--- src/rtl/isa.svh ---
// isa.svh -- shared RISC-V ISA constants.
// Provides the default datapath width and the M-extension funct3 encodings
// used by the execute-stage units.
`ifndef ISA__SVH
`define ISA__SVH

`define ISA__XLEN          32
`define ISA__FUNCT3_WIDTH  3

`define ISA__FUNCT3_MUL    3'b000
`define ISA__FUNCT3_MULH   3'b001
`define ISA__FUNCT3_MULHSU 3'b010
`define ISA__FUNCT3_MULHU  3'b011
`define ISA__FUNCT3_DIV    3'b100
`define ISA__FUNCT3_DIVU   3'b101
`define ISA__FUNCT3_REM    3'b110
`define ISA__FUNCT3_REMU   3'b111

`endif

--- src/rtl/muldiv_pkg.sv ---
// muldiv_pkg -- types and op-class helpers shared by the muldiv unit.
// Contents: FSM state enum, funct3 op type, and predicates that classify an
// M-extension funct3 (divide class, remainder, high product half, operand
// signedness).
`include "isa.svh"

package muldiv_pkg;

    localparam int OpW = `ISA__FUNCT3_WIDTH;

    typedef logic [OpW-1:0] op_t;

    typedef enum logic [1:0] {
        S_IDLE = 2'd0,
        S_RUN  = 2'd1,
        S_FIX  = 2'd2,
        S_DONE = 2'd3
    } state_e;

    // DIV, DIVU, REM, REMU
    function automatic logic is_div(input op_t op);
        return (op == `ISA__FUNCT3_DIV)  || (op == `ISA__FUNCT3_DIVU) ||
               (op == `ISA__FUNCT3_REM)  || (op == `ISA__FUNCT3_REMU);
    endfunction

    // REM, REMU
    function automatic logic is_rem(input op_t op);
        return (op == `ISA__FUNCT3_REM) || (op == `ISA__FUNCT3_REMU);
    endfunction

    // MULH, MULHSU, MULHU return the upper half of the product
    function automatic logic is_high(input op_t op);
        return (op == `ISA__FUNCT3_MULH) || (op == `ISA__FUNCT3_MULHSU) ||
               (op == `ISA__FUNCT3_MULHU);
    endfunction

    function automatic logic a_signed(input op_t op);
        return (op == `ISA__FUNCT3_MULH) || (op == `ISA__FUNCT3_MULHSU) ||
               (op == `ISA__FUNCT3_DIV)  || (op == `ISA__FUNCT3_REM);
    endfunction

    function automatic logic b_signed(input op_t op);
        return (op == `ISA__FUNCT3_MULH) || (op == `ISA__FUNCT3_DIV) ||
               (op == `ISA__FUNCT3_REM);
    endfunction

endpackage

--- src/rtl/muldiv_step.sv ---
// muldiv_step -- one combinational iteration of the iterative datapath.
// Multiply (div_i=0): shift-add. {hi,lo} is the partial product with the
//   remaining multiplier bits in the low end of lo; opnd_i is the multiplicand.
// Divide (div_i=1): restoring shift-subtract. hi is the partial remainder,
//   lo shifts dividend bits out the top and quotient bits in at the bottom;
//   opnd_i is the divisor.
// Macro CORE__MULDIV_DIV_EN: when undefined only the multiply step is built.
// Ports:
//   div_i        select divide step
//   hi_i, lo_i   current accumulator halves
//   opnd_i       multiplicand or divisor magnitude
//   hi_o, lo_o   accumulator halves after one iteration
module muldiv_step #(
    parameter int Width = 32
) (
    input  logic             div_i,
    input  logic [Width-1:0] hi_i,
    input  logic [Width-1:0] lo_i,
    input  logic [Width-1:0] opnd_i,
    output logic [Width-1:0] hi_o,
    output logic [Width-1:0] lo_o
);

    logic [Width:0] sum;

`ifdef CORE__MULDIV_DIV_EN
    logic [Width:0] shifted;
    logic [Width:0] diff;
`else
    logic unused_div;
    assign unused_div = div_i;
`endif

    always_comb begin
        // The carry out of the add becomes the new top bit after the shift.
        sum  = {1'b0, hi_i} + (lo_i[0] ? {1'b0, opnd_i} : '0);
        hi_o = sum[Width:1];
        lo_o = {sum[0], lo_i[Width-1:1]};
`ifdef CORE__MULDIV_DIV_EN
        shifted = {hi_i, lo_i[Width-1]};
        diff    = shifted - {1'b0, opnd_i};
        if (div_i) begin
            // diff[Width] set means the trial subtraction went negative: restore.
            if (!diff[Width]) begin
                hi_o = diff[Width-1:0];
                lo_o = {lo_i[Width-2:0], 1'b1};
            end else begin
                hi_o = shifted[Width-1:0];
                lo_o = {lo_i[Width-2:0], 1'b0};
            end
        end
`endif
    end

endmodule

--- src/rtl/muldiv.sv ---
// muldiv -- iterative RISC-V M-extension multiply/divide unit, one bit/cycle.
// Macro CORE__MULDIV_DIV_EN: builds the divider and its fast path. Without it,
// DIV/DIVU/REM/REMU complete immediately with c=0 and illegal=1.
// Ports:
//   clk, rst_n            clock, async active-low reset
//   in_valid/in_ready     operand handshake (a, b, op)
//   flush                 synchronous kill of the in-flight/pending operation
//   out_valid/out_ready   result handshake (c, illegal)
//   dbg_state_o           current FSM state (muldiv_pkg::state_e encoding)
// Handshake: a transfer happens on a rising edge where valid && ready are both
// high. in_ready is high only in IDLE; out_valid stays high with c/illegal
// stable until the out_ready edge, and in_ready rises the cycle after.
`include "isa.svh"

module muldiv
    import muldiv_pkg::*;
#(
    parameter int Width = `ISA__XLEN
) (
    input  logic                          clk,
    input  logic                          rst_n,
    input  logic                          in_valid,
    output logic                          in_ready,
    input  logic [Width-1:0]              a,
    input  logic [Width-1:0]              b,
    input  logic [`ISA__FUNCT3_WIDTH-1:0] op,
    input  logic                          flush,
    output logic                          out_valid,
    input  logic                          out_ready,
    output logic [Width-1:0]              c,
    output logic                          illegal,
    output logic [1:0]                    dbg_state_o
);

    localparam int CntW = $clog2(Width);
    localparam logic [CntW-1:0] CntLast = CntW'(Width - 1);
`ifdef CORE__MULDIV_DIV_EN
    localparam logic [Width-1:0] MinVal = {1'b1, {(Width-1){1'b0}}};
`endif

    state_e           state_q, state_d;
    op_t              op_q, op_d;
    logic [CntW-1:0]  cnt_q, cnt_d;
    logic [Width-1:0] hi_q, hi_d;
    logic [Width-1:0] lo_q, lo_d;
    logic [Width-1:0] opnd_q, opnd_d;
    logic             neg_q, neg_d;
    logic [Width-1:0] c_q, c_d;
    logic             out_valid_q, out_valid_d;
    logic             illegal_q, illegal_d;

    // Accept-side operand conditioning
    logic             a_neg, b_neg, res_neg;
    logic [Width-1:0] a_mag, b_mag;

    logic [Width-1:0]   step_hi, step_lo;
    logic [2*Width-1:0] prod_full;
    logic [Width-1:0]   fix_res;
`ifdef CORE__MULDIV_DIV_EN
    logic [Width-1:0]   div_sel;
    logic               div_zero, div_ovf;
`endif

    assign in_ready    = (state_q == S_IDLE);
    assign out_valid   = out_valid_q;
    assign c           = c_q;
    assign illegal     = illegal_q;
    assign dbg_state_o = state_q;

    always_comb begin
        a_neg   = a_signed(op) & a[Width-1];
        b_neg   = b_signed(op) & b[Width-1];
        a_mag   = a_neg ? -a : a;
        b_mag   = b_neg ? -b : b;
        // Remainder follows the dividend's sign; product/quotient the xor.
        res_neg = is_rem(op) ? a_neg : (a_neg ^ b_neg);
`ifdef CORE__MULDIV_DIV_EN
        div_zero = (b == '0);
        div_ovf  = a_signed(op) && (a == MinVal) && (b == '1);
`endif
    end

    muldiv_step #(.Width(Width)) u_step (
        .div_i  (is_div(op_q)),
        .hi_i   (hi_q),
        .lo_i   (lo_q),
        .opnd_i (opnd_q),
        .hi_o   (step_hi),
        .lo_o   (step_lo)
    );

    // Sign fix-up. A signed high product needs the full 2*Width negation so
    // the borrow from the low half reaches the upper half.
    always_comb begin
        prod_full = {hi_q, lo_q};
        if (neg_q) begin
            prod_full = -prod_full;
        end
        fix_res = is_high(op_q) ? prod_full[2*Width-1:Width] : prod_full[Width-1:0];
`ifdef CORE__MULDIV_DIV_EN
        div_sel = is_rem(op_q) ? hi_q : lo_q;
        if (is_div(op_q)) begin
            fix_res = neg_q ? -div_sel : div_sel;
        end
`endif
    end

    always_comb begin
        state_d     = state_q;
        op_d        = op_q;
        cnt_d       = cnt_q;
        hi_d        = hi_q;
        lo_d        = lo_q;
        opnd_d      = opnd_q;
        neg_d       = neg_q;
        c_d         = c_q;
        out_valid_d = out_valid_q;
        illegal_d   = illegal_q;

        case (state_q)
            S_IDLE: begin
                if (in_valid) begin
                    op_d  = op;
                    cnt_d = '0;
                    neg_d = res_neg;
                    hi_d  = '0;
                    if (is_div(op)) begin
`ifdef CORE__MULDIV_DIV_EN
                        lo_d   = a_mag;
                        opnd_d = b_mag;
                        if (div_zero) begin
                            state_d     = S_DONE;
                            out_valid_d = 1'b1;
                            illegal_d   = 1'b0;
                            c_d         = is_rem(op) ? a : '1;
                        end else if (div_ovf) begin
                            state_d     = S_DONE;
                            out_valid_d = 1'b1;
                            illegal_d   = 1'b0;
                            c_d         = is_rem(op) ? '0 : a;
                        end else begin
                            state_d = S_RUN;
                        end
`else
                        state_d     = S_DONE;
                        out_valid_d = 1'b1;
                        illegal_d   = 1'b1;
                        c_d         = '0;
`endif
                    end else begin
                        lo_d    = b_mag;
                        opnd_d  = a_mag;
                        state_d = S_RUN;
                    end
                end
            end
            S_RUN: begin
                hi_d = step_hi;
                lo_d = step_lo;
                if (cnt_q == CntLast) begin
                    state_d = S_FIX;
                end else begin
                    cnt_d = cnt_q + 1'b1;
                end
            end
            S_FIX: begin
                c_d         = fix_res;
                illegal_d   = 1'b0;
                out_valid_d = 1'b1;
                state_d     = S_DONE;
            end
            S_DONE: begin
                if (out_ready) begin
                    out_valid_d = 1'b0;
                    state_d     = S_IDLE;
                end
            end
            default: state_d = S_IDLE;
        endcase

        // Flush wins over every transition, including an accept in IDLE;
        // the last delivered result stays on c.
        if (flush) begin
            state_d     = S_IDLE;
            out_valid_d = 1'b0;
            c_d         = c_q;
            illegal_d   = illegal_q;
        end
    end

    always_ff @(posedge clk or negedge rst_n) begin
        if (!rst_n) begin
            state_q     <= S_IDLE;
            op_q        <= '0;
            cnt_q       <= '0;
            hi_q        <= '0;
            lo_q        <= '0;
            opnd_q      <= '0;
            neg_q       <= 1'b0;
            c_q         <= '0;
            out_valid_q <= 1'b0;
            illegal_q   <= 1'b0;
        end else begin
            state_q     <= state_d;
            op_q        <= op_d;
            cnt_q       <= cnt_d;
            hi_q        <= hi_d;
            lo_q        <= lo_d;
            opnd_q      <= opnd_d;
            neg_q       <= neg_d;
            c_q         <= c_d;
            out_valid_q <= out_valid_d;
            illegal_q   <= illegal_d;
        end
    end

endmodule
--- config.mk ---
export PLATFORM = sky130hd
export DESIGN_NAME = muldiv
export DESIGN_NICKNAME = d
export VERILOG_FILES = /design/src/rtl/muldiv_pkg.sv /design/src/rtl/muldiv_step.sv /design/src/rtl/muldiv.sv
export VERILOG_INCLUDE_DIRS = /design/src /design/src/rtl
export SDC_FILE = /design/constraint.sdc
export NUM_CORES = 1
export LEC_CHECK = 0
export BUFFER_PORTS_ARGS = -buffer_cell sky130_fd_sc_hd__buf_4
export CORE_UTILIZATION = 50
export CTS_CLUSTER_DIAMETER = 120
export DETAILED_ROUTE_END_ITERATION = 7
export PLACE_DENSITY = 0.69
export SETUP_SLACK_MARGIN = 0.05
export SYNTH_ARGS = -nofsm -noshare
export SYNTH_HDL_FRONTEND = slang
export SYNTH_SLANG_ARGS = --single-unit
--- constraint.sdc ---
create_clock -name clk -period 3.85 [get_ports clk]
set_input_delay 0.385 -clock clk [delete_from_list [all_inputs] [get_ports clk]]
set_output_delay 0.385 -clock clk [all_outputs]
set_load 0.1 [all_outputs]
==> impl_metrics.yaml <==
run_status:
  status: "complete, but fails checks"
  violations: "hold timing"
routing:
  first_iter_violations: 882
  drc: 0
  drt-total-wl_um: 29880
  wire_per_inst_um: 18.08
  ant_nets: 0
  vias: 9868
  viasPerCell: 5.970
  first_pass_iters: 5
sta:
  slew_headroom_pct: 20.50
  finalWorstSetupSlack_ns: 0.3582
  period_share_pct: 90.70
  skew_ns: 0.01030
  clock.fmax_ghz: 0.2864
  grt_setup_unrepaired: "no"
  timing.hold.ws_ns: -0.004189
  hold_viol: 5
  tns_ns: 0
  fin_crit_ns: 3.492
  setup_viol: 0
  worst_pin_slew_ns: 1.192
  slew_viol_final: 0
cts:
  root_buffer: "clkbuf_16"
  clk_pin_slew_worst_paths_ns: 0.06
  postCtsSetupRepairBufs: 0
  clock_sinks: 141
  clockBufferDepth: 2
  clock_latency_ns: 0.43
  htree_num_levels: 4
  cts_made_buffers: 17
  tritoncts: "done"
die:
  num_rows: 52
  boundaryPins: 109
  die_area_um2: 21490
  initial_utilization_pct: 51.33
  die_x_um: 146.6
  die_h_um: 146.6
  design.core.area_um2: 20360
finish:
  antenna_cells: 0
  fin_cells: 1653
  stdcell_area_um2: 12140
  nNetsFinal: 1484
  drive_gt1_share_pct: 13.45
  syn_to_final_growth_pct: 16.15
power_and_ir_drop:
  pwr-share-clk_pct: 17.2
  p_switching_mw: 5.078
  sw_frac_of_total_pct: 50.54
  pwr-share-seq_pct: 29.9
  peakVddDrop_v: 0.0005486
  p_total_mw: 10.05
  power_density_nw_per_um2: 827.7
  leakage_nw: 5.338
  p_int_mw: 4.970
  combPwrFrac_pct: 52.9
placement:
  place_inst: 1621
  io_buffer_count: 108
  dp_hpwl_um: 22730
  place_area_um2: 11520
  gp_congestion: 0.9201
  dp_slack_ns: 0.1222
global_routing:
  antenna_found_initial: 0
  grt_remaining_overflow: 0
  grt_pass1_vias: 9469
  grt_pass1_wl_um: 49420
  grt_max_degree: 84
  gr-usage-all-layers_pct: 28.91
worst_setup_path:
  critical_path.cell_chain: "and2_1 -> ha_1 -> inv_1 -> fa_1 -> nor2b_1 -> o2111ai_1 -> a21boi_0 -> a311oi_1 -> o31ai_1 -> buf_4 -> a221oi_1 -> xor2_1 -> o21ai_0"
  cp_max_fo: 30
  critPathKind: "flop to flop"
  path_depth: 13
  ff2ff_path_depth: 13
  cp-end-kind: "flop"
  cp.arrival_ns: 3.83
  worstPathRequired_ns: 4.19
  cp_slowest_cell: "dfrtp_2"
  cp-start-kind: "flop"
  critPathBufInv: 2
  cpLargestDelayFamily: "compound AO/OA/AOI/OAI gates"
  max_stage_delay_ns: 0.64
logic_synthesis:
  ys.flop_type: "dfrtp_1"
  syn_avg_cell_area_um2: 8.122
  synth_warnings: 0
  synth-seq-area-share_pct: 33.76
  synthArstFlopShare_pct: 100.0
  yosysUniqueCellTypes: 71
  syn_area_um2: 10450
  synth-edff-count: 0
  ys_ff_latch: 141
  synth_nets: 1401
  synthCells: 1287
run:
  cap_violations: 0
hold_path:
  hold_path_class: "primary input to asynchronous set/reset pin"
[area by class of cell]
cell class	instances	area, um2
Timing Repair Buffer	128	964.7
Tap cell	270	337.8
Multi-Input combinational cell	1055	6590
Sequential cell	141	3530
Clock buffer	20	456.7
Clock inverter	12	160.2
Inverter	27	101.3
Fill cell	1890	8224
[per-layer routing]
metal,global-route usage (%),vias up,share of wire [%]
met2,45.17,341,45
met4,8.385,0,1.9
li1,-,4799,-
met3,5.063,43,6.5
met5,0,-,0
met1,40.88,4685,47
[worst paths after layout]
check | from | to | slack (ns)
max in group asynchronous | rst_n | c[12] | 2.93
min reg2reg | opnd_q[0] | opnd_q[0] | 0.48
max | lo_q[0] | hi_q[27] | 0.36
min in group clk | flush | dbg_state_o[1] | 0.15
min | rst_n | lo_q[10] | -0.004
max reg2reg | lo_q[0] | hi_q[27] | 0.36
[state kept, by name, indices dropped and copies added (netlist names)]
register	cells
dbg_state_o	2
hi_q	32
opnd_q	32
illegal	1
neg_q	1
out_valid	1
c	32
lo_q	32
cnt_q	5
op_q	3
[what timing repair did]
action                     in CTS  in global routing
gates resized for setup         0                  1
setup endpoints to repair       0                  4
hold buffers                    0                  0
[logic make-up after synthesis]
group                      share of synthesized area, %
xor gates and xnor gates                          11.23
adders and majority gates                         5.099
DFF                                               33.76
and+or+nand+nor                                   21.76
AOI/OAI and AO/OA                                 23.53
muxes                                             1.281
buffers and inverters                             3.340
[power groups by stage]
| stage | combinational (mW) | sequential (mW) | clock (mW) |
|---|---|---|---|
| 2_1_floorplan | 3.26 | 3.47 | 0 |
| 3_3_place_gp | 5.18 | 2.99 | 0 |
| 3_5_place_dp | 5.26 | 3.00 | 0 |
| 4_1_cts | 5.30 | 2.98 | 1.75 |
| 5_1_grt | 5.82 | 3.09 | 1.81 |
| 6_report | 5.32 | 3.00 | 1.73 |
[placed cells by master (no fill, tap or decap), types with 8 or more instances in the layout]
cell type  count
a21o_1        11
a21oi_1      103
a22oi_1       25
a31oi_1       12
and2_1        35
and3_1         8
buf_4        127
clkbuf_16     17
dfrtp_1      140
ha_1          41
inv_1         27
mux2i_1       10
nand2_1      156
nand2b_1      18
nand3_1       14
nand4_1        9
nor2_1        95
nor3_1        22
nor4_1        12
o21ai_0      158
o31ai_1       25
o41ai_1       12
or2_2          8
or3_1         33
or4_1         16
xnor2_1       73
xor2_1        61
[synth_stat cells, drive strengths merged, types with 14 or more instances]
| master | count | area share, % |
|---|---|---|
| nor2 | 97 | 3.5 |
| inv | 27 | 0.97 |
| o31ai | 25 | 1.8 |
| a22oi | 25 | 1.8 |
| or3 | 35 | 2.2 |
| a21oi | 104 | 5.0 |
| nand2b | 18 | 1.1 |
| clkbuf | 59 | 2.1 |
| xnor2 | 73 | 6.1 |
| nor4 | 14 | 1.0 |
| or4 | 20 | 1.6 |
| nand3 | 14 | 0.67 |
| nand2 | 156 | 5.6 |
| nor3 | 24 | 1.3 |
| and2 | 36 | 2.2 |
| o21ai | 162 | 7.8 |
| dfrtp | 141 | 34 |
| ha | 41 | 4.9 |
| xor2 | 61 | 5.1 |
[per-stage QoR]
step                hold WS (ns)  utilization, %
finish                 -0.004189           59.62
global route             0.05149           59.62
detailed placement        0.4618           56.58
floorplan                0.08941               -
global placement          0.4562           56.58
CTS                      0.03313           59.61
[worst reg2reg max path, delay by kind of cell (launching register included)]
family | cells | cell delay, ns
adder cells (fa/ha/maj) | 2 | 0.53
XOR/XNOR | 1 | 0.16
AO/OA/AOI/OAI | 6 | 1.39
flip-flops | 1 | 0.64
buffers and inverters | 2 | 0.25
AND/OR/NAND/NOR | 2 | 0.44
Note: power is estimated with default switching activity, not from simulation.
